**config.mk**
```make
export PLATFORM = sky130hd
export DESIGN_NAME = immgen_pipe
export DESIGN_NICKNAME = d
export VERILOG_FILES = /design/src/rtl/immgen_pkg.sv /design/src/rtl/immgen_core.sv /design/src/rtl/immgen_pipe.sv
export SDC_FILE = /design/constraint.sdc
export NUM_CORES = 1
export LEC_CHECK = 0
export CORE_MARGIN = 2
export CORE_UTILIZATION = 25
export DETAILED_ROUTE_END_ITERATION = 6
export GPL_TIMING_DRIVEN = 0
export PLACE_DENSITY = 0.5
export RECOVER_POWER = 50
export SYNTH_ARGS = -nofsm -noshare
export SYNTH_HDL_FRONTEND = slang
export SYNTH_SLANG_ARGS = --single-unit
```
**constraint.sdc**
```tcl
create_clock -name clk -period 3.5 [get_ports clk]
set_input_delay 0.525 -clock clk [delete_from_list [all_inputs] [get_ports clk]]
set_output_delay 0.525 -clock clk [all_outputs]
set_load 0.05 [all_outputs]
```
**src/rtl/immgen_pkg.sv**
```systemverilog
// immgen_pkg: immediate format codes and decode function (IMMGEN_CSR_EN enables the Z format)
package immgen_pkg;
  typedef enum logic [2:0] {
    FMT_I = 3'd0,
    FMT_S = 3'd1,
    FMT_B = 3'd2,
    FMT_U = 3'd3,
    FMT_J = 3'd4,
    FMT_Z = 3'd5
  } imm_fmt_t;
  function automatic logic [64:0] imm_decode(input logic [24:0] f, input logic [2:0] fmt);
    logic [64:0] r;
    r = '0;
    case (fmt)
      FMT_I: r[63:0] = {{52{f[24]}}, f[24:13]};
      FMT_S: r[63:0] = {{52{f[24]}}, f[24:18], f[4:0]};
      FMT_B: r[63:0] = {{51{f[24]}}, f[24], f[0], f[23:18], f[4:1], 1'b0};
      FMT_U: r[63:0] = {{32{f[24]}}, f[24:5], 12'b0};
      FMT_J: r[63:0] = {{43{f[24]}}, f[24], f[12:5], f[13], f[23:14], 1'b0};
`ifdef IMMGEN_CSR_EN
      FMT_Z: r[63:0] = {59'd0, f[12:8]};
`endif
      default: r[64] = 1'b1;
    endcase
    return r;
  endfunction
endpackage

```
**src/rtl/immgen_core.sv**
```systemverilog
// immgen_core: combinational immediate extraction, instr/fmt in, imm/err out
import immgen_pkg::*;
module immgen_core #(
  parameter int DATA_WIDTH = 32
) (
  input  logic [24:0]           instr,
  input  logic [2:0]            fmt,
  output logic [DATA_WIDTH-1:0] imm,
  output logic                  err
);
  logic [64:0] d;
  assign d = imm_decode(instr, fmt);
  assign imm = DATA_WIDTH'(d[63:0]);
  assign err = d[64];
endmodule

```
**src/rtl/immgen_pipe.sv**
```systemverilog
// immgen_pipe: valid/ready immediate generator with output register and skid entry (IMMGEN_CSR_EN enables Z format)
module immgen_pipe #(
  parameter int DATA_WIDTH = 32,
  parameter int TAG_WIDTH  = 4
) (
  input  logic                  clk,
  input  logic                  rst,
  input  logic                  in_valid,
  output logic                  in_ready,
  input  logic [24:0]           in_instr,
  input  logic [2:0]            in_fmt,
  input  logic [TAG_WIDTH-1:0]  in_tag,
  output logic                  out_valid,
  input  logic                  out_ready,
  output logic [DATA_WIDTH-1:0] out_imm,
  output logic [TAG_WIDTH-1:0]  out_tag,
  output logic                  out_err
);
  logic [DATA_WIDTH-1:0] imm, skid_imm;
  logic [TAG_WIDTH-1:0]  skid_tag;
  logic                  err, skid_err, skid_full, in_fire, ld;
  immgen_core #(.DATA_WIDTH(DATA_WIDTH)) u_core (
    .instr(in_instr),
    .fmt  (in_fmt),
    .imm  (imm),
    .err  (err)
  );
  assign in_ready = !skid_full;
  assign in_fire  = in_valid && in_ready;
  assign ld       = !out_valid || out_ready;
  always_ff @(posedge clk)
    if (rst) begin
      out_valid <= 1'b0;
      skid_full <= 1'b0;
      out_imm   <= '0;
      out_tag   <= '0;
      out_err   <= 1'b0;
    end else if (ld) begin
      out_valid <= skid_full || in_fire;
      if (skid_full) begin
        out_imm   <= skid_imm;
        out_tag   <= skid_tag;
        out_err   <= skid_err;
        skid_full <= 1'b0;
      end else if (in_fire) begin
        out_imm <= imm;
        out_tag <= in_tag;
        out_err <= err;
      end
    end else if (in_fire) begin
      skid_full <= 1'b1;
      skid_imm  <= imm;
      skid_tag  <= in_tag;
      skid_err  <= err;
    end
endmodule
```
==> reports/results.ini <==
[outcome]
status=completed

[cts]
ctsResizeCount=0
worstSkewPairLatency_ns=0.33
cts_tree=yes
cts_num_sinks=76
clock_path_buffers=2
clk_pin_slew_ns=0.06
cts_root_buf=clkbuf_16
post_cts_buffers=0
cts_buffers=9
htree_num_levels=3
holdBufCountCts=0

[drt]
ant_nets=0
routed_via_density=4.66
first_iter_violations=198
wl_per_cell_um=16.4
drt-total-wl_um=9010
vias=2562
drc=0
dr.pass1.iters=4

[timing]
period_share_pct=74.4
holdWs_ns=0.451
rsz0062_at_grt=false
fmax_mhz=384
min_period_ns=2.60
tightest_slew_ns=0.632
slew_headroom_pct=57.7
finalSetupViolCount=0
fin_skew_ns=0.00546
hold_viol_final=0
slew_violations=0

[worst_setup_path]
crit_start=in_fmt[0]
critPathArrivalTime_ns=2.86
crit_type=input pin to register
timing.rr.end=out_imm[26]$_SDFFE_PP0P_
cp-end-kind=register
start_kind=input pin
r2r_slack_ns=1.72
crit_fanout=10
reg2reg_depth=5
setup.worst_path.end=out_imm[29]$_SDFFE_PP0P_
required_ns=3.76
timing.rr.start=out_valid$_SDFFE_PP0P_

[placement]
hpwl_um=6500
portBuffers=74
globalplace.congestion=0.708
place_inst=534

[flow_run]
cap_violations=0

[synth]
ys_top_cells_by_area=edfxtp_1 (34%), dfxtp_1 (24%), o2bb2ai_1 (6.2%), a21oi_1 (4.5%), a22oi_1 (4.4%)
async_flop_share_pct=0
post-synth-top-count-cell=dfxtp_1
ys_types=33
syn_area_per_cell_um2=11.3
yosys.area.top_type=edfxtp_1
synth_top_family_by_area=compound AO/OA/AOI/OAI gates
ys.flop_type=dfxtp_1
synthesis.nets=323
synthMuxAreaShare_pct=3.62
synth_xor_xnor_area_share_pct=0.270
synth_adder_area_share_pct=0
synthesis.area_mm2=0.00325
synth_warnings=0
yosysSeqAreaShare_pct=58.3
netlist.area_leader.share_pct=34.2
netlist_top_cells_count=dfxtp_1 (39), edfxtp_1 (37), a21oi_1 (29), o2bb2ai_1 (23), a22oi_1 (19)
ys_seq_elements=76
synth-simple-area-share_pct=10.7
synth_cells=287
synth_edf_count=37
synth_compound_area_share_pct=22.9

[grt]
grt_pass1_vias=2598
grt_pass1_wl_um=14200
grt_overflow=0
antenna_found_initial=0
grt_max_degree=21
grt_usage_pct=13.1

[floorplanning]
die-area_mm2=0.0139
die_x_um=118
ios=75
die_h_um=118
rows=41
initial_core_util_pct=25.6
core_area_mm2=0.0127

[power_and_ir_drop]
switching_share_pct=25.4
peakVddDrop_v=0.000215
pwr-share-comb_pct=15.1
power.share.clock_pct=42.4
power.density_mw_per_mm2=510
internal_power_mw=1.72
p_leak_nw=1.57
pwr-share-seq_pct=42.5
p_switching_mw=0.588

[final_layout]
final_net_count=409
antenna_cells=0
area_growth_pct=39.6
post-route-util_pct=35.8
drive_gt1_share_pct=9.26
final-instance-count-excl-fill=550
fillCellCount=1285

[hold_path]
min_from=out_imm[10]$_SDFFE_PP0P_
min_path_type=register to register

per-layer routing:
| layer | share of wire [%] | track usage [%] |
|---|---|---|
| met1 | 47 | 17.6 |
| met2 | 47 | 20.7 |
| met3 | 4.4 | 2.86 |
| met4 | 1.1 | 4.97 |
| met5 | 0 | 0 |
cells by family (layout without fill, tap and decap cells):
group,after synthesis,count (layout)
flip-flops,76,76
AO/OA/AOI/OAI,106,106
XOR/XNOR,1,1
AND/OR/NAND/NOR,65,65
buffers and inverters,28,119
multiplexers,11,11
registers in the layout (all words and copies together) (netlist names):
name and cells:
skid_err 1, out_err 1, skid_imm 32, out_imm 32, out_tag 4, out_valid 1
skid_tag 4, skid_full 1
worst max-delay path, cell delays in order:
cell	delay, ns
dlygate4sd3_1	0.64
o21ai_0	0.24
clkbuf_1	0.40
inv_1	0.17
nor3_4	0.54
buf_6	0.23
o2bb2ai_1	0.12
placed cells by master (no fill, tap or decap), types with 2 or more instances in the layout:
cell type | Yosys | routed
clkdlybuf4s50_1 | 0 | 62
dfxtp_1 | 39 | 39
edfxtp_1 | 37 | 37
a21oi_1 | 29 | 29
o2bb2ai_1 | 23 | 23
a22oi_1 | 19 | 19
clkbuf_1 | 9 | 16
nand2_1 | 13 | 13
dlygate4sd3_1 | 0 | 12
nor2_1 | 12 | 11
a21o_1 | 11 | 11
nand2b_1 | 10 | 10
buf_2 | 13 | 9
clkbuf_16 | 0 | 9
o22ai_1 | 8 | 8
and3_1 | 7 | 7
nand3_1 | 7 | 7
a211oi_1 | 7 | 7
mux2_2 | 6 | 6
mux2i_1 | 5 | 5
o211ai_1 | 5 | 5
inv_1 | 3 | 4
nor2b_1 | 4 | 4
nor3_1 | 4 | 4
nor2_2 | 2 | 2
and2_1 | 2 | 2
nor4bb_1 | 2 | 2
bufinv_16 | 0 | 2
layout make-up:
type / instances / area [um2] / share of cell area (%)
plain buffers: 24 / 109 / 2.40
flip-flops and latches: 76 / 1890 / 41.8
clock inverters: 5 / 77.6 / 1.71
inverters: 4 / 15.0 / 0.331
clock buffers: 11 / 233 / 5.14
multi-input cells: 183 / 1220 / 27.0
well taps: 172 / 215 / 4.75
repair buffers: 75 / 768 / 17.0
power groups by stage:
stage / clock network [mW] / registers (mW) / logic, mW
after detailed placement: 0 / 1.00 / 0.356
after CTS: 0.993 / 0.983 / 0.357
after floorplan: 0 / 1.08 / 0.129
after global routing: 1.03 / 0.986 / 0.375
after global placement: 0 / 1.00 / 0.350
final: 0.979 / 0.982 / 0.349
how the worst min path moves through the flow:
stage	to	slack, ns	cells past startpoint
after global routing	out_imm[8]$_SDFFE_PP0P_	0.47	2
after detailed placement	out_imm[10]$_SDFFE_PP0P_	0.45	2
after floorplan	out_imm[20]$_SDFFE_PP0P_	0.50	2
after CTS	out_imm[10]$_SDFFE_PP0P_	0.46	2
after global placement	out_imm[6]$_SDFFE_PP0P_	0.45	2
final	out_imm[10]$_SDFFE_PP0P_	0.45	2
metrics by stage:
stage	power [mW]	cell area, um2	worst slack [ns]	TNS, ns
floorplan	1.21	3250	0.571	0
finish	2.31	4530	0.896	0
CTS	2.33	4550	1.36	0
global route	2.39	4530	0.757	0
global placement	1.35	4200	-0.702	-25.89
detailed placement	1.36	4240	1.06	0
Power figures use the tool's default switching activity.
